--- src/rtl/pipeline_stall_ctrl_if.sv ---
// Handshake bundle between the hazard/multdiv sources and the stall controller.
// The controller drives pipeline-latch enables, bubble controls and status.
interface pipeline_stall_ctrl_if #(
  parameter int PERF_W = 16
);
  logic              hazard;
  logic              branch_x;
  logic              md_start_x;
  logic              md_ready;
  logic              pc_en;
  logic              fd_en;
  logic              dx_en;
  logic              xm_en;
  logic              mw_en;
  logic              fd_flush;
  logic              dx_bubble;
  logic              xm_bubble;
  logic              md_busy;
  logic              md_timeout;
  logic [PERF_W-1:0] stall_cycles;

  modport master (
    output hazard, branch_x, md_start_x, md_ready,
    input  pc_en, fd_en, dx_en, xm_en, mw_en,
    input  fd_flush, dx_bubble, xm_bubble,
    input  md_busy, md_timeout, stall_cycles
  );

  modport slave (
    input  hazard, branch_x, md_start_x, md_ready,
    output pc_en, fd_en, dx_en, xm_en, mw_en,
    output fd_flush, dx_bubble, xm_bubble,
    output md_busy, md_timeout, stall_cycles
  );
endinterface

--- src/rtl/pipeline_stall_ctrl.sv ---
// Stall/flush sequencer for a 5-stage pipeline: zero-latency controls from state and inputs.
// Multi-cycle mult/div ops hold F/D/X until ready or a forced timeout release.
module pipeline_stall_ctrl #(
  parameter int MD_TIMEOUT = 40,
  parameter int CNT_W      = 6,
  parameter int PERF_W     = 16
) (
  input  logic                  clock,
  input  logic                  reset_n,
  pipeline_stall_ctrl_if.slave  bus
);

  typedef enum logic {RUN = 1'b0, MD_WAIT = 1'b1} state_t;

  state_t            state_q, state_d;
  logic [CNT_W-1:0]  md_cnt_q, md_cnt_d;
  logic              lu_done_q, lu_done_d;
  logic              md_tmo_q, md_tmo_d;
  logic [PERF_W-1:0] stall_q;

  logic pc_en_c, fd_en_c, dx_en_c, xm_en_c, mw_en_c;
  logic fd_flush_c, dx_bubble_c, xm_bubble_c;

  always_comb begin
    state_d     = state_q;
    md_cnt_d    = md_cnt_q;
    lu_done_d   = 1'b0;
    md_tmo_d    = 1'b0;
    pc_en_c     = 1'b1;
    fd_en_c     = 1'b1;
    dx_en_c     = 1'b1;
    xm_en_c     = 1'b1;
    mw_en_c     = 1'b1;
    fd_flush_c  = 1'b0;
    dx_bubble_c = 1'b0;
    xm_bubble_c = 1'b0;

    if (!reset_n) begin
      // Latches keep loading so the pipeline fills with NOPs during reset.
      fd_flush_c  = 1'b1;
      dx_bubble_c = 1'b1;
      xm_bubble_c = 1'b1;
      state_d     = RUN;
      md_cnt_d    = '0;
    end else begin
      case (state_q)
        RUN: begin
          if (bus.branch_x) begin
            fd_flush_c  = 1'b1;
            dx_bubble_c = 1'b1;
          end else if (bus.md_start_x && !bus.md_ready) begin
            pc_en_c     = 1'b0;
            fd_en_c     = 1'b0;
            dx_en_c     = 1'b0;
            xm_bubble_c = 1'b1;
            state_d     = MD_WAIT;
            md_cnt_d    = CNT_W'(1);
          end else begin
            // Remembered while hazard stays high so the load-use stall is one cycle only.
            lu_done_d = bus.hazard;
            if (bus.hazard && !lu_done_q) begin
              pc_en_c     = 1'b0;
              fd_en_c     = 1'b0;
              dx_bubble_c = 1'b1;
            end
          end
        end
        MD_WAIT: begin
          if (bus.md_ready) begin
            state_d  = RUN;
            md_cnt_d = '0;
          end else begin
            pc_en_c     = 1'b0;
            fd_en_c     = 1'b0;
            dx_en_c     = 1'b0;
            xm_bubble_c = 1'b1;
            if (md_cnt_q == CNT_W'(MD_TIMEOUT - 1)) begin
              state_d  = RUN;
              md_cnt_d = '0;
              md_tmo_d = 1'b1;
            end else begin
              md_cnt_d = md_cnt_q + CNT_W'(1);
            end
          end
        end
        default: state_d = RUN;
      endcase
    end
  end

  always_ff @(posedge clock) begin
    if (!reset_n) begin
      state_q   <= RUN;
      md_cnt_q  <= '0;
      lu_done_q <= 1'b0;
      md_tmo_q  <= 1'b0;
      stall_q   <= '0;
    end else begin
      state_q   <= state_d;
      md_cnt_q  <= md_cnt_d;
      lu_done_q <= lu_done_d;
      md_tmo_q  <= md_tmo_d;
      if (!pc_en_c && (stall_q != {PERF_W{1'b1}})) begin
        stall_q <= stall_q + PERF_W'(1);
      end
    end
  end

  assign bus.pc_en        = pc_en_c;
  assign bus.fd_en        = fd_en_c;
  assign bus.dx_en        = dx_en_c;
  assign bus.xm_en        = xm_en_c;
  assign bus.mw_en        = mw_en_c;
  assign bus.fd_flush     = fd_flush_c;
  assign bus.dx_bubble    = dx_bubble_c;
  assign bus.xm_bubble    = xm_bubble_c;
  assign bus.md_busy      = (state_q == MD_WAIT);
  assign bus.md_timeout   = md_tmo_q;
  assign bus.stall_cycles = stall_q;

endmodule

--- src/flat_wrapper.sv ---
// flat-port wrapper written by rule: the top's interface ports become plain ports
module pipeline_stall_ctrl_flat 
#(
  parameter int MD_TIMEOUT = 40,
  parameter int CNT_W      = 6,
  parameter int PERF_W     = 16
)
  (clock, reset_n, bus_hazard, bus_branch_x, bus_md_start_x, bus_md_ready, bus_pc_en, bus_fd_en, bus_dx_en, bus_xm_en, bus_mw_en, bus_fd_flush, bus_dx_bubble, bus_xm_bubble, bus_md_busy, bus_md_timeout, bus_stall_cycles);
  pipeline_stall_ctrl_if #(.PERF_W(PERF_W)) bus_i ();
  input  logic clock;
  input  logic reset_n;
  input wire logic [$bits(bus_i.hazard)-1:0] bus_hazard;
  input wire logic [$bits(bus_i.branch_x)-1:0] bus_branch_x;
  input wire logic [$bits(bus_i.md_start_x)-1:0] bus_md_start_x;
  input wire logic [$bits(bus_i.md_ready)-1:0] bus_md_ready;
  output wire logic [$bits(bus_i.pc_en)-1:0] bus_pc_en;
  output wire logic [$bits(bus_i.fd_en)-1:0] bus_fd_en;
  output wire logic [$bits(bus_i.dx_en)-1:0] bus_dx_en;
  output wire logic [$bits(bus_i.xm_en)-1:0] bus_xm_en;
  output wire logic [$bits(bus_i.mw_en)-1:0] bus_mw_en;
  output wire logic [$bits(bus_i.fd_flush)-1:0] bus_fd_flush;
  output wire logic [$bits(bus_i.dx_bubble)-1:0] bus_dx_bubble;
  output wire logic [$bits(bus_i.xm_bubble)-1:0] bus_xm_bubble;
  output wire logic [$bits(bus_i.md_busy)-1:0] bus_md_busy;
  output wire logic [$bits(bus_i.md_timeout)-1:0] bus_md_timeout;
  output wire logic [$bits(bus_i.stall_cycles)-1:0] bus_stall_cycles;
  assign bus_i.hazard = bus_hazard;
  assign bus_i.branch_x = bus_branch_x;
  assign bus_i.md_start_x = bus_md_start_x;
  assign bus_i.md_ready = bus_md_ready;
  assign bus_pc_en = bus_i.pc_en;
  assign bus_fd_en = bus_i.fd_en;
  assign bus_dx_en = bus_i.dx_en;
  assign bus_xm_en = bus_i.xm_en;
  assign bus_mw_en = bus_i.mw_en;
  assign bus_fd_flush = bus_i.fd_flush;
  assign bus_dx_bubble = bus_i.dx_bubble;
  assign bus_xm_bubble = bus_i.xm_bubble;
  assign bus_md_busy = bus_i.md_busy;
  assign bus_md_timeout = bus_i.md_timeout;
  assign bus_stall_cycles = bus_i.stall_cycles;
  pipeline_stall_ctrl #(.MD_TIMEOUT(MD_TIMEOUT), .CNT_W(CNT_W), .PERF_W(PERF_W)) u_core (.clock(clock), .reset_n(reset_n), .bus(bus_i));
endmodule
--- config.mk ---
export PLATFORM = sky130hd
export DESIGN_NAME = pipeline_stall_ctrl_flat
export DESIGN_NICKNAME = d
export VERILOG_FILES = /design/src/rtl/pipeline_stall_ctrl_if.sv /design/src/rtl/pipeline_stall_ctrl.sv /design/src/flat_wrapper.sv
export SDC_FILE = /design/constraint.sdc
export NUM_CORES = 1
export LEC_CHECK = 0
export CORE_ASPECT_RATIO = 0.5
export CORE_MARGIN = 2
export CORE_UTILIZATION = 50
export DETAILED_ROUTE_END_ITERATION = 16
export MAX_ROUTING_LAYER = met4
export PLACE_DENSITY = 0.76
export SYNTH_ARGS = -nofsm -noshare
export SYNTH_HDL_FRONTEND = slang
export SYNTH_SLANG_ARGS = --single-unit
--- constraint.sdc ---
create_clock -name clock -period 3.3 [get_ports clock]
set_clock_uncertainty 0.05 [all_clocks]
set_input_delay 0.66 -clock clock [delete_from_list [all_inputs] [get_ports clock]]
set_output_delay 0.66 -clock clock [all_outputs]
set_load 0.03 [all_outputs]
==> results of run 1 <==
## routing by layer
layer  routed length (µm)  vias up  share of wire (%)
met5                    0        -                  0
met4                   24        0               0.82
met3                  124        4                4.2
met2                 1343       22                 46
met1                 1439      597                 49
li1                     -      630                  -
## sequential cells by signal, indices dropped and copies added, names as in the netlist
signal                   count
u_core.bus.stall_cycles     16
u_core.md_cnt_q              6
u_core.bus.md_busy           1
u_core.bus.md_timeout        1
u_core.lu_done_q             1
## power groups by stage
stage / clock (mW) / combinational [mW] / sequential, mW
after floorplan: 0 / 0.0457 / 0.326
after global placement: 0 / 0.0758 / 0.322
after detailed placement: 0 / 0.0772 / 0.322
after CTS: 0.188 / 0.0774 / 0.315
after global routing: 0.203 / 0.0844 / 0.316
final: 0.185 / 0.0773 / 0.315
## cells by family after synthesis
logic type,count (synthesis),synth area share (%)
buffers and inverters,16,6.103
flip-flops,25,33.44
adder cells (fa/ha/maj),2,1.672
multiplexers,14,9.364
AND/OR/NAND/NOR,65,24.75
other,1,0.2506
XOR/XNOR,3,1.756
AO/OA/AOI/OAI,33,22.66
## Yosys cell counts, types with 2 or more instances
library cell,number
a211oi_1,5
buf_4,4
nand2b_1,10
dfxtp_1,25
nor2b_1,3
nand3b_1,2
nand2_1,21
and2_1,2
a2111oi_4,4
nor3b_1,2
and3_1,6
clkbuf_1,4
o21ai_0,4
or4_1,2
buf_6,2
nand3_1,4
inv_1,5
nor2_1,5
a21oi_1,2
a2111oi_1,3
nand4_1,2
o2111ai_1,3
xor2_1,2
ha_1,2
mux2i_1,14
## final cells by class
type	count	share of cell area, %
clock buffers	3	2.262
clock inverters	1	0.2742
inverters	5	1.028
multi-input cells	119	49.76
flip-flops and latches	25	27.42
well taps	37	2.536
repair buffers	31	16.72
## worst max-delay path, cell delays in order
cell and delay, ns:
clkdlybuf4s50_1 0.58, o21ba_2 0.21, o211ai_2 0.24, clkdlybuf4s50_1 0.72
## through the flow
stage	utilization, %	instance area, µm²	total power, mW	instances	hold slack [ns]
3_3_place_gp	65.50	1779	0.3974	217	0.4160
3_5_place_dp	65.50	1779	0.3992	217	0.4256
5_1_grt	67.20	1826	0.6038	221	0.4559
4_1_cts	67.20	1826	0.5807	221	0.4382
6_report	67.20	1826	0.5777	221	0.4374
2_1_floorplan	-	1500	0.3715	160	0.4421
## path summary, 6_finish.rpt
check	from	end	slack [ns]
max	bus_md_ready	bus_fd_en	0.17
min	u_core.bus.stall_cycles[7]$_SDFFE_PN0P_	u_core.bus.stall_cycles[7]$_SDFFE_PN0P_	0.44
max reg2reg	u_core.bus.md_busy$_SDFF_PN0_	u_core.bus.stall_cycles[7]$_SDFFE_PN0P_	1.32
min reg2reg	u_core.bus.stall_cycles[7]$_SDFFE_PN0P_	u_core.bus.stall_cycles[7]$_SDFFE_PN0P_	0.44
==> summary.md, run 1 <==
| Metric | Value |
|---|---|
| Crit path DAT | `2.42 ns` |
| Commonest non-fill, non-tap cell in the layout | `clkdlybuf4s50_1` |
| ANT cells | `0` |
| Reg power frac | `54.5%` |
| Gate power share | `13.4%` |
| TritonCTS sink count | `25` |
| Asr flop ratio synth | `0%` |
| Internal power | `0.4223 mW` |
| First-pass GRT wire length | `4.995 mm` |
| Clock power share | `32.1%` |
| Die H | `42.69 µm` |
| CTS clock-pin slew for the worst setup and hold paths | `0.09 ns` |
| Met2 GRT Util | `27.54%` |
| GPL Wtd Cong | `0.7929` |
| Die ar. | `3473 µm²` |
| CP required | `2.59 ns` |
| Resize count post-CTS | `0` |
| Final wirelength | `2.932 mm` |
| # setup viols final | `0` |
| Multi-input gate area | `908.4 µm²` |
| Routed length per instance | `13.27 µm` |
| Crit path max fanout | `8` |
| Most used DFF post-synth | `dfxtp_1` |
| Mean Syn Cell Area | `9.412 µm²` |
| Worst skew pair latency | `0.27 ns` |
| Max_slew headroom | `52.03%` |
| Library cells used by synthesis | `46` |
| DRC viols | `0` |
| #FFs+latches synth | `25` |
| Gr usage total | `18.93%` |
| Pwr dens | `316.4 nW/µm²` |
| Starting Density | `55.09%` |
| H-tree levels | `1` |
| Worst Max-Slew Pin Slew | `0.7196 ns` |
| Most Crowded Layer GR | `met2` |
| WS Path Type | `in2out` |
| Top cells by area, synth | `dfxtp_1 (33%), mux2i_1 (9.4%), a2111oi_4 (7.4%), nand2_1 (5.3%), nand2b_1 (4.2%)` |
| Setup TNS | `0 ns` |
| Post-synth top area share | `33.44%` |
| # IOs | `32` |
| Post-synth EDFFs | `0` |
| Fin crit share | `94.89%` |
| Net count, final | `193` |
| Worst reg2reg path depth | `5` |
| Final hold violations | `0` |
| Worst vdd ir | `175.8 µV` |
| Chip Width | `81.37 µm` |
| Setup WS post-layout | `0.1686 ns` |
| RSZ-0062 raised after global routing | `no` |
| Core footprint | `2716 µm²` |
| Post-Syn Area | `1496 µm²` |
| DRT iter0 DRCs | `42` |
| Met1 usage | `25.92%` |
| DR vias | `1253` |
| Post-CTS Setup Bufs | `0` |
| Hold Path Class | `reg2reg` |
| Filler Cells Inserted | `228` |
| Num rows | `13` |
| CTS Buffer Depth | `2` |
| Register Area | `500.5 µm²` |
| Startpoint Class | `input port` |
| Outcome | `finished, final reports clean` |
| Initial antenna violation count | `0` |
| CP endpoint kind | `output port` |
| Post-DRT Antenna Nets | `0` |
| Fmax | `319.3 MHz` |
| Max_cap viols | `0` |
| Largest net degree at the start of global routing | `35` |
| Sw power | `0.1554 mW` |
| Buffers on Ports | `29` |
| Gate Count Post-Synth | `159` |
| Number of global-route vias before repair | `1066` |
| DP Worst Slack | `0.1943 ns` |
| Num CTS Buffers | `3` |
| Drt pass-1 iters | `4` |
| Share of layout cells above drive strength 1 | `8.696%` |
| Most frequent cells in the layout | `clkdlybuf4s50_1 (29), dfxtp_1 (25), nand2_1 (21)` |
| Final Critical Period | `3.131 ns` |
| Root Buffer | `clkbuf_8` |
| Area leader, netlist | `dfxtp_1` |
| Synth-to-layout area growth | `21.99%` |
| Hold bufs inserted after CTS | `0` |
| Hold Path Depth | `2` |
| HPWL Detailed | `2.131 mm` |
| Fin. max-slew vios | `0` |
| Vias/cell | `5.670` |
| Sw Ratio | `26.89%` |
| Grt ovf | `0` |
| Pleak | `0.6153 nW` |
| Sequential fraction of the synthesis area | `33.44%` |
| TritonCTS clock tree | `built` |
| Synth warn | `0` |
| Met3 usage | `6.170%` |
Power figures use the tool's default switching activity.
==> run 2, diff against run 1 <==
--- a/config.mk
+++ b/config.mk
@@ -5,12 +5,14 @@
 export SDC_FILE = /design/constraint.sdc
 export NUM_CORES = 1
 export LEC_CHECK = 0
+export CAP_MARGIN = 20
 export CORE_ASPECT_RATIO = 0.5
 export CORE_MARGIN = 2
-export CORE_UTILIZATION = 50
+export CORE_UTILIZATION = 54
 export DETAILED_ROUTE_END_ITERATION = 16
 export MAX_ROUTING_LAYER = met4
-export PLACE_DENSITY = 0.76
+export PLACE_DENSITY = 0.81
+export REMOVE_ABC_BUFFERS = 1
 export SYNTH_ARGS = -nofsm -noshare
 export SYNTH_HDL_FRONTEND = slang
 export SYNTH_SLANG_ARGS = --single-unit
==> run 2 against run 1 <==
Net effect: sequential power barely moved; register-to-register slack improved by 0.03 ns; largest power group unchanged; maximum frequency rose by 0.63%.
==> summary.md, run 2 (synthesis gave the netlist of run 1 again) <==
| Metric | Value |
|---|---|
| CP required | `2.59 ns (about the same)` |
| Drt pass-1 iters | `4 (unchanged)` |
| # setup viols final | `0 (unchanged)` |
| Routed length per instance | `13.11 µm (was 13.27 µm)` |
| Die H | `41.23 µm (was 42.69 µm)` |
| Crit path DAT | `2.40 ns (was 2.42 ns)` |
| CTS clock-pin slew for the worst setup and hold paths | `0.09 ns (about the same)` |
| Startpoint Class | `input port (unchanged)` |
| DRC viols | `0 (unchanged)` |
| Post-CTS Setup Bufs | `0 (unchanged)` |
| Net count, final | `194 (was 193)` |
| First-pass GRT wire length | `4.650 mm (was 4.995 mm)` |
| # IOs | `32 (unchanged)` |
| Buffers on Ports | `29 (unchanged)` |
| Fmax | `321.4 MHz (was 319.3 MHz)` |
| Worst skew pair latency | `0.27 ns (about the same)` |
| Resize count post-CTS | `0 (unchanged)` |
| Die ar. | `3234 µm² (was 3473 µm²)` |
| Worst Max-Slew Pin Slew | `0.6938 ns (was 0.7196 ns)` |
| Max_slew headroom | `53.75% (was 52.03%)` |
| Chip Width | `78.45 µm (was 81.37 µm)` |
| ANT cells | `0 (unchanged)` |
| DRT iter0 DRCs | `41 (was 42)` |
| Filler Cells Inserted | `217 (was 228)` |
| Setup TNS | `0 ns (unchanged)` |
| TritonCTS clock tree | `built (unchanged)` |
| Pwr dens | `315.7 nW/µm² (was 316.4 nW/µm²)` |
| Root Buffer | `clkbuf_8 (unchanged)` |
| HPWL Detailed | `2.123 mm (was 2.131 mm)` |
| CP endpoint kind | `output port (unchanged)` |
| Num rows | `13 (unchanged)` |
| # placed instances | `218 (was 217)` |
| Hold WS | `0.4347 ns (was 0.4374 ns)` |
| Hold bufs inserted after CTS | `0 (unchanged)` |
| Fin cells | `222 (was 221)` |
| Share of layout cells above drive strength 1 | `9.189% (was 8.696%)` |
| Max_cap viols | `0 (unchanged)` |
| RSZ-0062 raised after global routing | `no (unchanged)` |
| Setup slack, reg-to-reg | `1.35 ns (was 1.32 ns)` |
| Initial antenna violation count | `0 (unchanged)` |
| CTS Buffer Depth | `2 (unchanged)` |
| Largest net degree at the start of global routing | `20 (was 35)` |
| Fin crit share | `94.30% (was 94.89%)` |
| Starting Density | `57.14% (was 55.09%)` |
| Gr usage total | `20.07% (was 18.93%)` |
| Final hold violations | `0 (unchanged)` |
| Total power | `0.5787 mW (was 0.5777 mW)` |
| Core footprint | `2619 µm² (was 2716 µm²)` |
| TritonCTS sink count | `25 (unchanged)` |
| Synth-to-layout area growth | `22.49% (was 21.99%)` |
| Hold Path Class | `reg2reg (unchanged)` |
| Num CTS Buffers | `3 (unchanged)` |
| Fin. max-slew vios | `0 (unchanged)` |
| Grt ovf | `0 (unchanged)` |
| DR vias | `1190 (was 1253)` |
| H-tree levels | `1 (unchanged)` |
| Post-layout util | `70.00% (was 67.20%)` |
| Crit path max fanout | `8 (unchanged)` |
| Max reg flops | `16 (unchanged)` |
| Final wirelength | `2.911 mm (was 2.932 mm)` |
| Post-DRT Antenna Nets | `0 (unchanged)` |
| Commonest non-fill, non-tap cell in the layout | `clkdlybuf4s50_1 (unchanged)` |
| Outcome | `finished, final reports clean (unchanged)` |
| Final Critical Period | `3.112 ns (was 3.131 ns)` |
| Number of global-route vias before repair | `988 (was 1066)` |
| WS Path Type | `in2out (unchanged)` |
| Pleak | `0.6202 nW (was 0.6153 nW)` |
| Worst vdd ir | `184.7 µV (was 175.8 µV)` |
| GPL Wtd Cong | `0.8553 (was 0.7929)` |
| Most frequent cells in the layout | `clkdlybuf4s50_1 (29), dfxtp_1 (25), nand2_1 (21) (unchanged)` |
| Vias/cell | `5.360 (was 5.670)` |
[run 2: cell types whose count changed in the layout (fill, tap and decap cells not counted), sizes merged]
cell | before | now
buf | 2 | 3
[run 2: metrics by stage]
| step | setup WS, ns | instance area [µm²] |
|---|---|---|
| global placement | 0.2047 | 1787 |
| detailed placement | 0.1830 | 1787 |
| global route | 0.1416 | 1833 |
| floorplan | 0.7855 | 1428 |
| finish | 0.1882 | 1833 |
| CTS | 0.1868 | 1833 |
[run 2: final timing paths]
| path | startpoint | end | cells past startpoint |
|---|---|---|---|
| max | bus_md_ready | bus_fd_en | 4 |
| min | u_core.bus.stall_cycles[10]$_SDFFE_PN0P_ | u_core.bus.stall_cycles[10]$_SDFFE_PN0P_ | 2 |
| max reg2reg | u_core.bus.md_busy$_SDFF_PN0_ | u_core.bus.stall_cycles[8]$_SDFFE_PN0P_ | 5 |
| min reg2reg | u_core.bus.stall_cycles[10]$_SDFFE_PN0P_ | u_core.bus.stall_cycles[10]$_SDFFE_PN0P_ | 2 |
[run 2: per-layer routing]
layer	up-vias	track usage, %	wire length, µm
li1	634	-	-
met3	3	5.947	98
met4	0	3.947	16
met5	-	-	0
met1	536	25.16	1543
met2	17	33.41	1253
[run 2: layout make-up]
cell class	instances	area [µm²]	area share (%)
multi-input cells	119	908.4	49.56
clock inverters	1	5.005	0.2730
well taps	37	46.29	2.526
clock buffers	3	41.29	2.253
flip-flops and latches	25	500.5	27.30
repair buffers	32	312.8	17.06
inverters	5	18.77	1.024
[run 2: worst max-delay path, cell delays in order]
cell and delay [ns]:
clkdlybuf4s50_1 0.57, o21ba_2 0.21, o211ai_2 0.23, clkdlybuf4s50_1 0.73
[run 2: where the power goes]
group / internal [mW] / switching, mW / total [mW] / leakage, nW
sequential: 0.306 / 0.00928 / 0.315 / 0.202
combinational: 0.0325 / 0.0457 / 0.0781 / 0.393
clock: 0.0847 / 0.101 / 0.185 / 0.0255
total: 0.423 / 0.156 / 0.579 / 0.620
